$ cat config.mk
export PLATFORM = sky130hd
export DESIGN_NAME = mem_arbiter
export DESIGN_NICKNAME = d
export VERILOG_FILES = /design/src/rtl/mem_arbiter.sv
export SDC_FILE = /design/constraint.sdc
export NUM_CORES = 1
export LEC_CHECK = 0
export ABC_AREA = 0
export CAP_MARGIN = 20
export CORE_ASPECT_RATIO = 0.8
export CORE_UTILIZATION = 36
export DETAILED_ROUTE_END_ITERATION = 10
export HOLD_SLACK_MARGIN = 0.06
export PLACE_DENSITY = 0.85
export SLEW_MARGIN = 10
export SYNTH_ARGS = -nofsm -noshare
export SYNTH_HDL_FRONTEND = slang
export SYNTH_SLANG_ARGS = --single-unit
export TNS_END_PERCENT = 20
$ cat constraint.sdc
create_clock -name clk -period 3.4 [get_ports clk]
set_clock_uncertainty 0.15 [all_clocks]
set_input_delay 0.34 -clock clk [delete_from_list [all_inputs] [get_ports clk]]
set_output_delay 0.34 -clock clk [all_outputs]
set_load 0.02 [all_outputs]
$ cat src/rtl/mem_arbiter.sv
// Two-port (fetch / load-store) front end for the single-port 16-bit Memory.
// Optional MEM_ARB_PERF_EN builds saturating stall counters on the perf ports.
module mem_arbiter #(
    parameter int DATA_WIDTH   = 16,
    parameter int ADDR_WIDTH   = 16,
    parameter int STARVE_LIMIT = 4
) (
    input  logic                  clk,
    input  logic                  reset,
    input  logic                  if_req,
    input  logic [ADDR_WIDTH-1:0] if_addr,
    output logic                  if_ready,
    output logic                  if_rvalid,
    output logic [DATA_WIDTH-1:0] if_rdata,
    input  logic                  ls_req,
    input  logic                  ls_we,
    input  logic [ADDR_WIDTH-1:0] ls_addr,
    input  logic [DATA_WIDTH-1:0] ls_wdata,
    output logic                  ls_ready,
    output logic                  ls_rvalid,
    output logic [DATA_WIDTH-1:0] ls_rdata,
    output logic [ADDR_WIDTH-1:0] mem_addr,
    output logic [DATA_WIDTH-1:0] mem_data,
    output logic                  mem_w,
    output logic                  mem_r,
    input  logic [DATA_WIDTH-1:0] mem_q,
    output logic [15:0]           perf_if_stall,
    output logic [15:0]           perf_ls_stall
);

    localparam int SW = $clog2(STARVE_LIMIT + 1);
    localparam logic [SW-1:0] LIMIT = SW'(STARVE_LIMIT);

    typedef enum logic [1:0] {IDLE, RD_IF, RD_LS} state_t;

    state_t                state;
    logic [SW-1:0]         starve_cnt;
    logic [ADDR_WIDTH-1:0] addr_q;
    logic                  force_if;
    logic                  if_grant;
    logic                  ls_grant;
    logic                  accept;

    // Grants are masked in reset so nothing is written while the core restarts.
    assign force_if = if_req && (starve_cnt == LIMIT);
    assign ls_grant = !reset && ls_req && !force_if;
    assign if_grant = !reset && if_req && !ls_grant;
    assign accept   = if_grant || ls_grant;

    assign if_ready = if_grant;
    assign ls_ready = ls_grant;

    assign mem_addr = if_grant ? if_addr : (ls_grant ? ls_addr : addr_q);
    assign mem_data = accept ? ls_wdata : '0;
    assign mem_w    = ls_grant && ls_we;

    // A read in flight when reset rises is dropped immediately.
    assign if_rvalid = (state == RD_IF) && !reset;
    assign ls_rvalid = (state == RD_LS) && !reset;
    assign mem_r     = (state != IDLE) && !reset;
    assign if_rdata  = mem_q;
    assign ls_rdata  = mem_q;

    always_ff @(posedge clk) begin
        if (reset) begin
            state      <= IDLE;
            starve_cnt <= '0;
            addr_q     <= '0;
        end else begin
            if (if_grant)
                state <= RD_IF;
            else if (ls_grant && !ls_we)
                state <= RD_LS;
            else
                state <= IDLE;
            if (accept)
                addr_q <= mem_addr;
            if (!if_req || if_grant)
                starve_cnt <= '0;
            else if (ls_grant && starve_cnt != LIMIT)
                starve_cnt <= starve_cnt + SW'(1);
        end
    end

`ifdef MEM_ARB_PERF_EN
    logic [15:0] if_stall_q;
    logic [15:0] ls_stall_q;

    always_ff @(posedge clk) begin
        if (reset) begin
            if_stall_q <= '0;
            ls_stall_q <= '0;
        end else begin
            if (if_req && !if_grant && if_stall_q != 16'hFFFF)
                if_stall_q <= if_stall_q + 16'd1;
            if (ls_req && !ls_grant && ls_stall_q != 16'hFFFF)
                ls_stall_q <= ls_stall_q + 16'd1;
        end
    end

    assign perf_if_stall = if_stall_q;
    assign perf_ls_stall = ls_stall_q;
`else
    assign perf_if_stall = '0;
    assign perf_ls_stall = '0;
`endif

endmodule
### After elaboration in Yosys (flattened, before gate mapping)

Cells that the tools add are included.

* input bits: 69
* flip-flop bits (word level): 21
* output and inout port bits: 102
* word-level logic and storage cells: 35

* add/subtract/negate cells: 1
* reduce and logical (&&, ||, !) cells: 21
* mux-type cells: 5
* eq/ne operators: 4

Operators by type and width (number)
* $mux 16: 3
* $logic_and 1x1->1: 11
* $logic_not 1->1: 5
* $reduce_or 2->1: 2
* $add 3x1->3 const B: 1
* $eq 3x3->1 const B: 1
* $ne 3x3->1 const B: 1
* $eq 2x1->1 const B: 1
* $eq 2x2->1 const B: 1
* $logic_or 1x1->1: 2
* $mux 2: 1
* $reduce_bool 2->1: 1
* $mux 1: 1

### Depth between registers and ports, before layout

* word-level depth: 8
* depth in mapped cells: 7
* gate-level depth less buffers: 5

### Least setup slack after synthesis

OpenSTA, ideal clock, no wires.

* path kind: in2out
* from: input port ls_req
* to: output port mem_addr[10]
* arrival: 1647 ps
* data required time: 2910 ps
* path slack: 1263 ps
* path buffers: 4
* cell stages on the path: 7
* path through: buf_6 -> or2_1 -> buf_6 -> nor2b_4 -> buf_6 -> buf_6 -> o21ai_0

* cells in the longest elaborated chain, start to end: 5
* elaborated cells between the ends (all ways): 6
* those cells by class: mux: 2; reduce/logical: 4

Ends and longest elaborated chain
* from (decl): line 15 `input logic ls_req,`
* $logic_and 1x1->1 (*) (2 in a row): line 46 `assign ls_grant = !reset && ls_req && !force_if;`
* $logic_not 1->1: line 47 `assign if_grant = !reset && if_req && !ls_grant;`
* $logic_and 1x1->1: line 47
* $mux 16 (*): line 53 `assign mem_addr = if_grant ? if_addr : (ls_grant ? ls_addr : addr_q);`
* to (decl): line 22 `output logic [ADDR_WIDTH-1:0] mem_addr,`

Every way passes the cells marked *; elsewhere a longest branch is shown, timed or not.

### Final worst setup path

* from: input port if_req
* to: output port mem_addr[9]

* cells in the longest elaborated chain, start to end: 6
* elaborated cells between the ends (all ways): 8
* those cells by class: mux: 2; reduce/logical: 6

Ends and longest elaborated chain
* from (decl): line 10 `input logic if_req,`
* $logic_and 1x1->1: line 45 `assign force_if = if_req && (starve_cnt == LIMIT);`
* $logic_not 1->1: line 46
* $logic_and 1x1->1: line 46
* $logic_not 1->1: line 47
* $logic_and 1x1->1: line 47
* $mux 16 (*): line 53

Marked as above.

==> reports/metrics.json <==
{
  "path_max_fanout": 17,
  "diodes": 0,
  "holdPathEnd": "starve_cnt[0]",
  "drt-pass1-iter-count": 4,
  "share_clk_of_total_power": 0.232,
  "switching_share": 0.348,
  "grt_pass1_wl_mm": 7.87,
  "antenna_violating_nets_post_route": 0,
  "total_leakage_power_nw": 1.01,
  "max-cap-violations": 0,
  "final_min_period_over_clock_period": 0.940,
  "rsz_0062_raised_after_global_routing": "false",
  "h-tree-depth": 1,
  "sequential_area_share_after_synthesis": 0.203,
  "final.hold.worst_slack_ns": 0.300,
  "detail_routed_via_count_per_cell": 4.49,
  "grt_overflow": 0,
  "worst_setup_path_start_kind": "input pin",
  "power_report.internal_total_w": 0.000504,
  "grt.busiest_layer": "met2",
  "grt_start_max_net_pins": 51,
  "worstRegToRegCells": 5,
  "synth_edf_count": 0,
  "final.min_clock_period_ns": 3.19,
  "cell_area_after_synthesis_um2": 2070,
  "floorplan.core_area_um2": 5500,
  "vdd.ir_drop.worst_mv": 0.147,
  "cts_sink_cnt": 21,
  "yosysTopAreaCellShare": 0.232,
  "yosysTopAreaCell": "buf_4",
  "seqPwrFrac": 0.352,
  "detailed_place_hpwl_mm": 3.72,
  "track_usage": 0.167,
  "rrSetupSlack_ns": 1.41,
  "tritoncts_buffers": 3,
  "maxClockFrequency_ghz": 0.313,
  "ff_latch_area_um2": 420,
  "ys_ff_latch": 21,
  "worstHoldStart": "starve_cnt[0]",
  "count_of_vias_placed_by_the_detailed_router": 1729,
  "setup.worst_path.class": "input pin to primary output",
  "cts-hold-fix-buffers": 0,
  "final_layout_size_suffix_gt1_frac": 0.0847,
  "antenna_violations_before_repair": 0,
  "syn_area_per_cell_um2": 7.95,
  "holdCritPathClass": "flip-flop to flip-flop",
  "clk-insertion-delay-late_ns": 0.27,
  "drc": 0,
  "cts_repair_resize_count": 0,
  "pin_count": 171,
  "drtIter0Drc": 54,
  "layout-area-overhead-vs-synth_pct": 29.5,
  "yosys_most_used_dff": "dfxtp_1",
  "routed_wl_mm": 5.01,
  "timing.setup.tns_ns": 0,
  "power_density_nw_per_um2": 289,
  "place.port_buffers": 90,
  "maxSlewHeadroom": 0.450,
  "p_switching_w": 0.000269,
  "worstReg2RegStart": "starve_cnt[0]",
  "cts_post_setup_buffers_inserted": 0,
  "tritoncts": "built",
  "share_of_total_power_in_combinational_logic": 0.416,
  "post_drt_wl_per_cell_um": 13.0,
  "cell_area_after_placement_um2": 2630,
  "cts_max_path_buffers": 2,
  "floorplan.die.width_um": 86.7,
  "drv_slew": 0,
  "setup_viol": 0,
  "tightest_slew_ns": 0.820,
  "hold_viol_final": 0,
  "final_nets": 379,
  "postSynth.asyncResetShare": 0,
  "status": "complete, no violations",
  "type_of_destination_of_the_critical_path": "primary output",
  "holdPathStages": 1,
  "dieArea_um2": 6050,
  "gr_layer_usage_met1": 0.228,
  "synth_warnings": 0,
  "fp-row-count": 24,
  "worst_r2r_endpoint": "addr_q[0]",
  "worst-endpoint-required_ns": 2.91,
  "fillCellCount": 538,
  "groute.layer.met2.usage": 0.256,
  "global_route.usage.met3": 0.0440,
  "synthTopCellsByArea": "buf_4 23%, dfxtp_1 20%, nand3b_1 12%",
  "die_boundary_height_um": 69.8,
  "grt_pass1_vias": 1615,
  "timing.critical_path.arrival_ns": 2.70,
  "root_buffer": "clkbuf_8",
  "critPathLaunch": "if_req",
  "design_area_um2": 2680,
  "yosys.cell_types.count": 26,
  "place_congestion": 0.808,
  "floorplan.initialDensity": 0.376,
  "multi_input_area_um2": 1090,
  "clk_pin_slew_worst_setup_hold_paths_ns": 0.09,
  "synth_cells": 260
}
==> cells in the mapped netlist (2+ instances only) <==
cell	count
dfxtp_1	21
nor2b_1	3
nand2_1	2
o21ai_0	16
nor3b_1	4
ha_1	2
a211oi_1	2
buf_6	4
nor2_1	22
and2_1	17
a211oi_2	14
inv_1	19
buf_4	64
o22a_1	16
clkbuf_1	8
nand3b_1	32
buf_2	5
==> how the worst max path moves through the flow <==
stage          slack, ns            to
2_1_floorplan       1.26  mem_addr[10]
3_3_place_gp        0.17  mem_addr[12]
3_5_place_dp        0.20   mem_addr[9]
4_1_cts             0.19   mem_addr[9]
5_1_grt             0.04   mem_addr[9]
6_report            0.21   mem_addr[9]
==> layout make-up <==
cell class / instances / share of cell area
clock inverters: 1 / 0.00280
repair buffers: 95 / 0.353
multi-input cells: 168 / 0.408
inverters: 19 / 0.0266
flip-flops and latches: 21 / 0.157
clock buffers: 3 / 0.0154
well taps: 78 / 0.0364
==> worst max-delay path: stages <==
cell	delay [ns]
clkdlybuf4s50_1	0.71
and3_1	0.65
o22a_1	0.31
o21ai_0	0.13
clkdlybuf4s50_1	0.56
==> metrics by stage <==
step            util  cells  power (W)  setup slack, ns
2_1_floorplan      -    291   0.000539             1.26
4_1_cts        0.487    385   0.000781            0.188
6_report       0.487    385   0.000773            0.206
3_3_place_gp   0.478    381   0.000595            0.168
5_1_grt        0.487    385   0.000815           0.0382
3_5_place_dp   0.478    381   0.000598            0.198
==> power by group through the flow <==
stage          logic, W  clock network [W]  registers [W]
3_3_place_gp   0.000319                  0       0.000276
2_1_floorplan  0.000264                  0       0.000276
5_1_grt        0.000345           0.000195       0.000274
3_5_place_dp   0.000321                  0       0.000278
6_report       0.000322           0.000179       0.000272
4_1_cts        0.000323           0.000186       0.000272
==> flip-flops by register name, indices dropped and copies added, names as in the netlist <==
signal	flops
starve_cnt	3
state	2
addr_q	16
==> per-layer routing <==
layer / up-vias / part of all wire
met2: 75 / 0.46
met5: - / 0
li1: 862 / -
met4: 0 / 0.0086
met1: 787 / 0.47
met3: 5 / 0.063
==> cell usage in the layout, fill, tap and decap left out, drive strengths merged <==
cell,netlist,routed
ha,2,2
nor2b,4,4
or2,1,1
clkinvlp,0,1
o22a,16,16
nand2,2,2
mux2i,1,1
o21ai,16,16
conb,1,32
and3,1,1
dfxtp,21,21
a21boi,1,1
buf,75,6
clkbuf,8,3
and2,17,17
nand3b,32,32
nor3b,4,4
a211oi,16,16
inv,19,19
nand3,1,1
nor2,22,22
clkdlybuf4s50,0,89
==> cell families after synthesis <==
family	count (synthesis)	share of synthesized area
buffers and inverters	102	0.324
and+or+nand+nor	84	0.250
AOI/OAI and AO/OA	49	0.204
DFF	21	0.203
adders and majority gates	2	0.0121
muxes	1	0.00484
other	1	0.00181
Power figures use the tool's default switching activity.
